$ cat src/rtl/alu_pkg.sv
// alu_pkg: opcodes, flag indices, FSM states and multiply constants for alu_accumulator
package alu_pkg;
   localparam logic [2:0] OP_LOAD = 3'b000;
   localparam logic [2:0] OP_ADD  = 3'b001;
   localparam logic [2:0] OP_ADC  = 3'b010;
   localparam logic [2:0] OP_SUB  = 3'b011;
   localparam logic [2:0] OP_SBC  = 3'b100;
   localparam logic [2:0] OP_AND  = 3'b101;
   localparam logic [2:0] OP_XOR  = 3'b110;
   localparam logic [2:0] OP_MUL  = 3'b111;
   localparam int FLAG_Z = 3;
   localparam int FLAG_N = 2;
   localparam int FLAG_C = 1;
   localparam int FLAG_V = 0;
   localparam int MUL_ITERS = 8;
   localparam int CNT_W = $clog2(MUL_ITERS);
   typedef enum logic {
      ST_IDLE,
      ST_MUL_RUN
   } state_t;
endpackage

$ cat src/rtl/alu_accumulator_if.sv
// alu_accumulator_if: request/result bundle between the control unit and the accumulator ALU
interface alu_accumulator_if;
   logic       start;
   logic [2:0] op;
   logic [7:0] operand;
   logic [7:0] acc;
   logic [7:0] acc_hi;
   logic [3:0] flags;
   logic       busy;
   logic       done;
   modport master (output start, op, operand, input acc, acc_hi, flags, busy, done);
   modport slave  (input start, op, operand, output acc, acc_hi, flags, busy, done);
endinterface

$ cat src/rtl/eight_bit_adder.sv
// eight_bit_adder: 8-bit ripple-carry adder with carry-in and carry-out
module eight_bit_adder (
   input  logic [7:0] a_i,
   input  logic [7:0] b_i,
   input  logic       cin_i,
   output logic [7:0] sum_o,
   output logic       cout_o
);
   logic carry;
   // Ripple the carry bit by bit from the LSB
   always_comb begin
      sum_o = 8'h00;
      carry = cin_i;
      for (int i = 0; i < 8; i++) begin
         sum_o[i] = a_i[i] ^ b_i[i] ^ carry;
         carry    = (a_i[i] & b_i[i]) | (carry & (a_i[i] ^ b_i[i]));
      end
      cout_o = carry;
   end
endmodule

$ cat src/rtl/alu_accumulator.sv
// alu_accumulator: accumulator ALU on one shared adder; shift-add MUL present only when ALU_MUL_EN is defined
module alu_accumulator
   import alu_pkg::*;
(
   input logic              clk,
   input logic              rst,
   alu_accumulator_if.slave bus
);
   logic [7:0] acc_q, acc_d, hi_q, hi_d;
   logic [3:0] flags_q, flags_d;
   logic       done_q, done_d;
   logic [7:0] add_a, add_b, sum, p_hi, mcand;
   logic       add_cin, cout, ovf, run, accept;
`ifdef ALU_MUL_EN
   state_t           state_q, state_d;
   logic [7:0]       mcand_q, mcand_d;
   logic [15:0]      p_q, p_d;
   logic [CNT_W-1:0] cnt_q, cnt_d;
   logic             last;
   assign run   = state_q == ST_MUL_RUN;
   assign p_hi  = p_q[15:8];
   assign mcand = mcand_q;
   assign last  = cnt_q == CNT_W'(MUL_ITERS - 1);
`else
   assign run   = 1'b0;
   assign p_hi  = 8'h00;
   assign mcand = 8'h00;
`endif
   assign accept  = bus.start && !run;
   assign add_a   = run ? p_hi : acc_q;
   assign add_b   = run ? mcand : (bus.op == OP_SUB || bus.op == OP_SBC) ? ~bus.operand : bus.operand;
   assign add_cin = run ? 1'b0 : (bus.op == OP_SUB) ? 1'b1 :
                    (bus.op == OP_ADC || bus.op == OP_SBC) ? flags_q[FLAG_C] : 1'b0;
   assign ovf     = (add_a[7] == add_b[7]) && (sum[7] != add_a[7]);
   eight_bit_adder u_adder (
      .a_i   (add_a),
      .b_i   (add_b),
      .cin_i (add_cin),
      .sum_o (sum),
      .cout_o(cout)
   );
`ifdef ALU_MUL_EN
   // Multiply FSM: latch operands on MUL start, then add-and-shift once per cycle for MUL_ITERS cycles
   always_comb begin
      state_d = state_q;
      mcand_d = mcand_q;
      p_d     = p_q;
      cnt_d   = cnt_q;
      case (state_q)
         ST_IDLE: if (bus.start && bus.op == OP_MUL) begin
            state_d = ST_MUL_RUN;
            mcand_d = bus.operand;
            p_d     = {8'h00, acc_q};
            cnt_d   = '0;
         end
         ST_MUL_RUN: begin
            p_d     = {(p_q[0] ? {cout, sum} : {1'b0, p_q[15:8]}), p_q[7:1]};
            cnt_d   = cnt_q + 1'b1;
            state_d = last ? ST_IDLE : ST_MUL_RUN;
         end
      endcase
   end
   // Multiply working registers; reset discards any partial product
   always_ff @(posedge clk or posedge rst) begin
      if (rst) begin
         state_q <= ST_IDLE;
         mcand_q <= 8'h00;
         p_q     <= 16'h0000;
         cnt_q   <= '0;
      end else begin
         state_q <= state_d;
         mcand_q <= mcand_d;
         p_q     <= p_d;
         cnt_q   <= cnt_d;
      end
   end
`endif
   // Architectural next state: single-cycle ops on accept, product write-back on the final iteration
   always_comb begin
      acc_d   = acc_q;
      hi_d    = hi_q;
      flags_d = flags_q;
      done_d  = 1'b0;
      if (accept) begin
         done_d = 1'b1;
         case (bus.op)
            OP_LOAD: acc_d = bus.operand;
            OP_AND:  acc_d = acc_q & bus.operand;
            OP_XOR:  acc_d = acc_q ^ bus.operand;
`ifdef ALU_MUL_EN
            OP_MUL:  done_d = 1'b0;
`else
            OP_MUL:  done_d = 1'b1;
`endif
            default: begin
               acc_d           = sum;
               flags_d[FLAG_C] = cout;
               flags_d[FLAG_V] = ovf;
            end
         endcase
         if (bus.op != OP_MUL) begin
            flags_d[FLAG_Z] = acc_d == 8'h00;
            flags_d[FLAG_N] = acc_d[7];
         end
      end
`ifdef ALU_MUL_EN
      if (run && last) begin
         acc_d           = p_d[7:0];
         hi_d            = p_d[15:8];
         flags_d[FLAG_Z] = p_d == 16'h0000;
         flags_d[FLAG_N] = p_d[15];
         flags_d[FLAG_C] = p_d[15:8] != 8'h00;
         flags_d[FLAG_V] = 1'b0;
         done_d          = 1'b1;
      end
`endif
   end
   // Accumulator, high product byte, flags and completion pulse
   always_ff @(posedge clk or posedge rst) begin
      if (rst) begin
         acc_q   <= 8'h00;
         hi_q    <= 8'h00;
         flags_q <= 4'h0;
         done_q  <= 1'b0;
      end else begin
         acc_q   <= acc_d;
         hi_q    <= hi_d;
         flags_q <= flags_d;
         done_q  <= done_d;
      end
   end
   assign bus.acc    = acc_q;
   assign bus.acc_hi = hi_q;
   assign bus.flags  = flags_q;
   assign bus.busy   = run;
   assign bus.done   = done_q;
endmodule

$ cat src/flat_wrapper.sv
// flat-port wrapper written by rule: the top's interface ports become plain ports
module alu_accumulator_flat import alu_pkg::*;
  (clk, rst, bus_start, bus_op, bus_operand, bus_acc, bus_acc_hi, bus_flags, bus_busy, bus_done);
  alu_accumulator_if bus_i ();
  input logic clk;
  input logic rst;
  input wire logic [$bits(bus_i.start)-1:0] bus_start;
  input wire logic [$bits(bus_i.op)-1:0] bus_op;
  input wire logic [$bits(bus_i.operand)-1:0] bus_operand;
  output wire logic [$bits(bus_i.acc)-1:0] bus_acc;
  output wire logic [$bits(bus_i.acc_hi)-1:0] bus_acc_hi;
  output wire logic [$bits(bus_i.flags)-1:0] bus_flags;
  output wire logic [$bits(bus_i.busy)-1:0] bus_busy;
  output wire logic [$bits(bus_i.done)-1:0] bus_done;
  assign bus_i.start = bus_start;
  assign bus_i.op = bus_op;
  assign bus_i.operand = bus_operand;
  assign bus_acc = bus_i.acc;
  assign bus_acc_hi = bus_i.acc_hi;
  assign bus_flags = bus_i.flags;
  assign bus_busy = bus_i.busy;
  assign bus_done = bus_i.done;
  alu_accumulator u_core (.clk(clk), .rst(rst), .bus(bus_i));
endmodule
$ cat config.mk
export PLATFORM = sky130hd
export DESIGN_NAME = alu_accumulator_flat
export DESIGN_NICKNAME = d
export VERILOG_FILES = /design/src/rtl/alu_pkg.sv /design/src/rtl/alu_accumulator_if.sv /design/src/rtl/eight_bit_adder.sv /design/src/rtl/alu_accumulator.sv /design/src/flat_wrapper.sv
export SDC_FILE = /design/constraint.sdc
export NUM_CORES = 1
export LEC_CHECK = 0
export CAP_MARGIN = 15
export CORE_MARGIN = 5
export CORE_UTILIZATION = 40
export CTS_BUF_LIST = sky130_fd_sc_hd__clkbuf_4
export DETAILED_ROUTE_END_ITERATION = 12
export DONT_BUFFER_PORTS = 1
export GPL_TIMING_DRIVEN = 0
export PLACE_DENSITY = 0.53
export SYNTH_ARGS = -nofsm -noshare
export SYNTH_HDL_FRONTEND = slang
export SYNTH_HIERARCHICAL = 1
export SYNTH_SLANG_ARGS = --single-unit
$ cat constraint.sdc
create_clock -name clk -period 5.1 [get_ports clk]
set_input_delay 0.765 -clock clk [delete_from_list [all_inputs] [get_ports clk]]
set_output_delay 0.765 -clock clk [all_outputs]
set_load 0.05 [all_outputs]
**Yosys cells after proc, flatten, opt, wreduce, memory -nomap -nowiden**

Cells that the tools add are included.
Widths: inputs -> output; s select.

- Flip-flop bits (word level): 13
- Input port bits: 14
- Output and inout port bits: 22
- Word-level logic and storage cells: 71

- Eq/ne operators: 9
- Mux-type cells: 6
- Bitwise logic cells: 44
- Reduce and logical (&&, ||, !) cells: 8

Operator list:

| kind | number |
|---|---|
| $pmux 8 s4 | 1 |
| $and 1x1->1 | 16 |
| $mux 8 | 2 |
| $xor 1x1->1 | 16 |
| $eq 3x3->1 const B | 4 |
| $and 8x8->8 | 1 |
| $logic_not 8->1 | 1 |
| $not 8->8 | 1 |
| $or 1x1->1 | 8 |
| $xor 8x8->8 | 1 |
| $eq 3x2->1 const B | 2 |
| $reduce_and 2->1 | 2 |
| $reduce_or 4->1 | 1 |
| $logic_not 3->1 | 1 |
| $mux 1 | 3 |
| $ne 3x3->1 const B | 1 |
| $logic_or 1x1->1 | 2 |
| $eq 1x1->1 | 1 |
| $logic_and 1x1->1 | 1 |
| $ne 1x1->1 | 1 |
| $not 1->1 | 1 |

**Logic depth before layout (Yosys ltp)**

- Depth in word-level cells: 22
- Depth in mapped cells: 23
- Mapped depth without buffers: 21

**Hierarchy**

The synthesis kept the hierarchy.

By module, submodules not included:

| module | times used | cells an instance | area each (sq um) | seq. area each (sq um) |
|---|---|---|---|---|
| alu_accumulator | 1 | 142 | 1,318.8 | 325.3 |
| eight_bit_adder | 1 | 18 | 197.7 | 0.0 |

**Least setup slack after synthesis**

Ideal clock, no wire load.

- Path kind: input -> register
- Start point: in bus_op[1]
- End point: reg u_core.flags_q[3] (netlist: u_core/bus.flags[3])
- Setup time: 0.095 ns
- Arrival: 5.766 ns
- Data required time: 5.005 ns
- Path slack: -0.762 ns
- Cell stages on the path: 21
- Buffers on the path: 2
- Cell sequence: buf_6 or2_1 buf_6 mux2i_2 xor2_1 fa_1 inv_1 fa_1 inv_1 fa_1 fa_1 fa_1 fa_1 fa_1 inv_1 fa_1 inv_1 mux2_4 o21a_1 or4b_1 o31ai_1

- Word-level cells in the longest chain between the ends: 22
- Elaborated cells between the ends (all ways): 54
- Those cells by class: eq/ne (7); mux (5); bitwise (37); reduce/logical (5)

RTL lines:

| item | line | text |
|---|---|---|
| start: declaration | flat_wrapper.sv:8 | `input wire logic [$bits(bus_i.op)-1:0] bus_op;` |
| $eq 3x2->1 or $eq 3x3->1 (tied branches) | alu_accumulator.sv:31 | `assign add_b = run ? mcand : (bus.op == OP_SUB \|\| bus.op == OP_SBC) ? ~bus.operand : bus.operand;` |
| $logic_or 1x1->1 * | alu_accumulator.sv:31 |  |
| $mux 8 * | alu_accumulator.sv:31 |  |
| via u_core.add_b[0] | alu_accumulator.sv:12 | `logic [7:0] add_a, add_b, sum, p_hi, mcand;` |
| $xor 1x1->1 | eight_bit_adder.sv:16 | `carry = (a_i[i] & b_i[i]) \| (carry & (a_i[i] ^ b_i[i]));` |
| $and 1x1->1 | eight_bit_adder.sv:16 |  |
| $or 1x1->1 * | eight_bit_adder.sv:16 |  |
| $and 1x1->1 * | eight_bit_adder.sv:16 |  |
| [... 8 more ...] | - |  |
| $or 1x1->1 * | eight_bit_adder.sv:16 |  |
| $and 1x1->1 * | eight_bit_adder.sv:16 |  |
| $or 1x1->1 * | eight_bit_adder.sv:16 |  |
| $xor 1x1->1 * | eight_bit_adder.sv:15 | `sum_o[i] = a_i[i] ^ b_i[i] ^ carry;` |
| via u_core.sum[7] | alu_accumulator.sv:12 |  |
| $pmux 8 s4 * | alu_accumulator.sv:86 | `case (bus.op)` |
| $mux 8 * | alu_accumulator.sv:84 | `if (accept) begin` |
| $logic_not 8->1 * | alu_accumulator.sv:102 | `flags_d[FLAG_Z] = acc_d == 8'h00;` |
| end signal: assignment | alu_accumulator.sv:128 | `flags_q <= flags_d;` |
| end: declaration | alu_accumulator.sv:10 | `logic [3:0] flags_q, flags_d;` |

Mark *: on every way through the listed nets, which the timed path passes. The rest lies on a longest branch. The select of a mux whose other input is x is not followed.
A chain may end at the register's enable or synchronous reset.

**Final worst setup path**

Same ends and word-level chain as after synthesis.

==> impl_metrics.json <==
{
  "tightestPinTransition_ns": 0.629,
  "violation_count_after_the_first_detailed_routing_iteration": 38,
  "critical_path.reg2reg.endpoint": "u_core/bus.flags[3]",
  "wl_mm": 3.76,
  "netlist_area_um2": 1520,
  "relSlewSlack": 0.581,
  "detailedPlacementHpwl_mm": 2.88,
  "synth_to_layout_area_growth_pct": 14.7,
  "starting_utilization_of_the_core_area": 0.414,
  "ctsHtreeMaxLevel": 1,
  "netlist_instances": 160,
  "detail_route.vias_per_cell": 5.20,
  "placeable_area_um2": 3660,
  "final_cell_count_no_fill": 224,
  "grt_start_max_net_pins": 14,
  "setup_repair_after_global_routing_missed_its_margin": "yes",
  "crit_path_end_kind": "flop",
  "synth-edff-count": 0,
  "final_hold_viol_count": 0,
  "ioPinCount": 36,
  "finalCriticalPeriod_ns": 5.12,
  "multi_input_gate_area_in_the_final_layout_um2": 1080,
  "run_status": "complete, but fails checks",
  "final_nets": 207,
  "cp_data_required_time_ns": 5.31,
  "rows": 22,
  "design.die.area_um2": 5120,
  "reg2reg_from": "u_core/bus.flags[1]",
  "violations": "setup timing",
  "die_x_um": 71.6,
  "cts_buffer_count": 3,
  "post_detailed_route_count_of_antenna_violating_nets": 0,
  "overflow": 0,
  "timing.critical_path.arrival_ns": 5.32,
  "max_cap_viol_count": 0,
  "path_class": "in -> reg",
  "clock_latency_on_the_worst_skew_pair_ns": 0.29,
  "root_buffer_master": "clkbuf_4",
  "postSynthRegisterBits": 13,
  "antenna_found_initial": 0,
  "setup.reg_to_reg.worst_slack_ns": 0.20,
  "cp_max_fo": 6,
  "timing.final.max_slew_violations": 0,
  "clk_pin_slew_worst_paths_ns": 0.10,
  "finalSetupViolations": 1,
  "final_layout_size_suffix_gt1_frac": 0.278,
  "mostFrequentLayoutCell": "mux2i_1",
  "count_of_vias_placed_by_the_detailed_router": 1164,
  "fmax_ghz": 0.195,
  "synth_top_flop_cell": "dfrtp_1",
  "gr-usage-all-layers": 0.154,
  "power_density_relative_to_cell_area_nw_per_um2": 518,
  "finalWeightedCongestion": 0.841,
  "fillers": 355,
  "dr.pass1.iters": 4,
  "layout.cells.most_common_list": "mux2i_1 (15), buf_4 (14), inv_1 (13), dfrtp_1 (13), nand2_1 (11)",
  "tritoncts_num_sinks": 13,
  "power.total_uw": 900,
  "holdCritPathClass": "in -> async",
  "vias_in_the_first_global_route": 1206,
  "library_cells_used_by_synthesis": 38,
  "design_area_um2": 1740,
  "ir_drop_mv": 0.253,
  "placement.io_buffers": 0,
  "postSynthAreaPerCell_um2": 9.48,
  "setup_slack_ns": -0.0159,
  "ff_latch_area_um2": 325,
  "timing.final.crit_share": 1.00,
  "grt_pass1_wl_mm": 6.07,
  "synth-async-reset-ratio": 1.00,
  "antenna_cells": 0,
  "route.detailed.wl_per_inst_um": 16.8,
  "finClkSkew_ns": 0.00570,
  "chipHeight_um": 71.6,
  "placed_cells_incl_taps": 216,
  "clockBufferDepth": 2,
  "ys_seq_area_frac": 0.215,
  "start_kind": "input pin",
  "reg2reg_depth": 20,
  "remaining_drc_errors": 0,
  "post_dp_cell_area_um2": 1640,
  "synth_warnings": 6,
  "p_leak_nw": 0.823,
  "tritoncts": "built"
}
## repair_timing
item | 4_1_cts | 5_1_grt
hold buffers | 0 | 0
setup buffers | 4 | 0
setup endpoints to repair | 4 | 1
pin swaps | 7 | 1
resized for setup | 11 | 3
## area by class of cell
cell class / instances / area share
buffer: 18 / 0.0878
clock buffer: 3 / 0.0129
clock inverter: 1 / 0.00288
inverter: 16 / 0.0345
multi-input combinational: 121 / 0.623
sequential: 13 / 0.187
tap: 48 / 0.0345
timing repair buffer: 4 / 0.0173
## layer usage
metal | up-vias | part of all wire | global-route usage | routed length (um)
met5 | - | 0 | 0 | 0
met4 | 0 | 0.019 | 0.0522 | 72
met3 | 8 | 0.069 | 0.0533 | 258
met2 | 36 | 0.48 | 0.250 | 1800
met1 | 551 | 0.43 | 0.192 | 1630
li1 | 569 | - | - | -
## how the worst max path moves through the flow
| stage | startpoint | end | slack (ns) | depth (start not counted) |
|---|---|---|---|---|
| floorplan | bus_op[1] | u_core/bus.flags[3] | -0.38 | 21 |
| global placement | bus_op[1] | u_core/bus.flags[3] | -0.96 | 20 |
| detailed placement | bus_op[1] | u_core/bus.flags[3] | -0.90 | 20 |
| CTS | bus_op[1] | u_core/bus.flags[3] | -0.09 | 21 |
| global route | bus_op[1] | u_core/bus.flags[3] | -0.13 | 21 |
| finish | bus_op[1] | u_core/bus.flags[3] | -0.02 | 21 |
## report_power, final
group          switching [mW]  total [mW]  internal (mW)
registers               0.207       0.346          0.139
logic                   0.236       0.483          0.247
clock network          0.0421      0.0713         0.0292
## flip-flops by register name, summed over array words and instances, names as in the netlist
name / flops
u_core/bus.flags: 4
u_core/bus.acc: 8
u_core/bus.done: 1
## critical path, cell delays in order
cell and delay [ns]:
buf_6 0.12, or2_1 0.22, buf_6 0.12, mux2i_4 0.16, xor2_1 0.11, fa_2 0.35
inv_2 0.06, fa_1 0.16, inv_1 0.06, fa_2 0.36, fa_2 0.35, fa_2 0.37
fa_2 0.37, fa_2 0.36, inv_2 0.06, fa_1 0.16, inv_2 0.05, mux2_4 0.25
o21a_1 0.20, or4b_4 0.49, o31ai_4 0.18
## cells by family after synthesis
logic type      after synthesis  synth area share
buf+inv                      34             0.118
simple gates                 33             0.107
mux                          28             0.229
compound gates               26             0.105
fa+ha+maj                    16             0.172
flops                        13             0.215
xor+xnor                      9            0.0520
other cells                   1           0.00247
## per-stage QoR
step / setup WS (ns) / util / hold slack (ns) / setup TNS, ns
2_1_floorplan: -0.380 / - / 0.642 / -0.495
3_3_place_gp: -0.961 / 0.447 / 0.735 / -2.50
3_5_place_dp: -0.901 / 0.447 / 0.737 / -2.49
4_1_cts: -0.0887 / 0.472 / 0.406 / -0.0887
5_1_grt: -0.130 / 0.475 / 0.424 / -0.130
6_report: -0.0159 / 0.475 / 0.396 / -0.0159
## cell usage after synthesis (all sizes together) (3+ instances only)
master  number  share of area
a21oi        6          0.020
fa           8           0.11
nor2b        3          0.012
nor2         9          0.022
clkbuf       4         0.0099
a22oi        3          0.015
o21ai        9          0.030
nand2       11          0.027
mux2         8          0.062
dfrtp       13           0.21
ha           8          0.066
buf         14          0.068
mux4         4          0.059
inv         16          0.040
mux2i       16           0.11
xor2         8          0.046
Note: power is estimated with default switching activity, not from simulation.
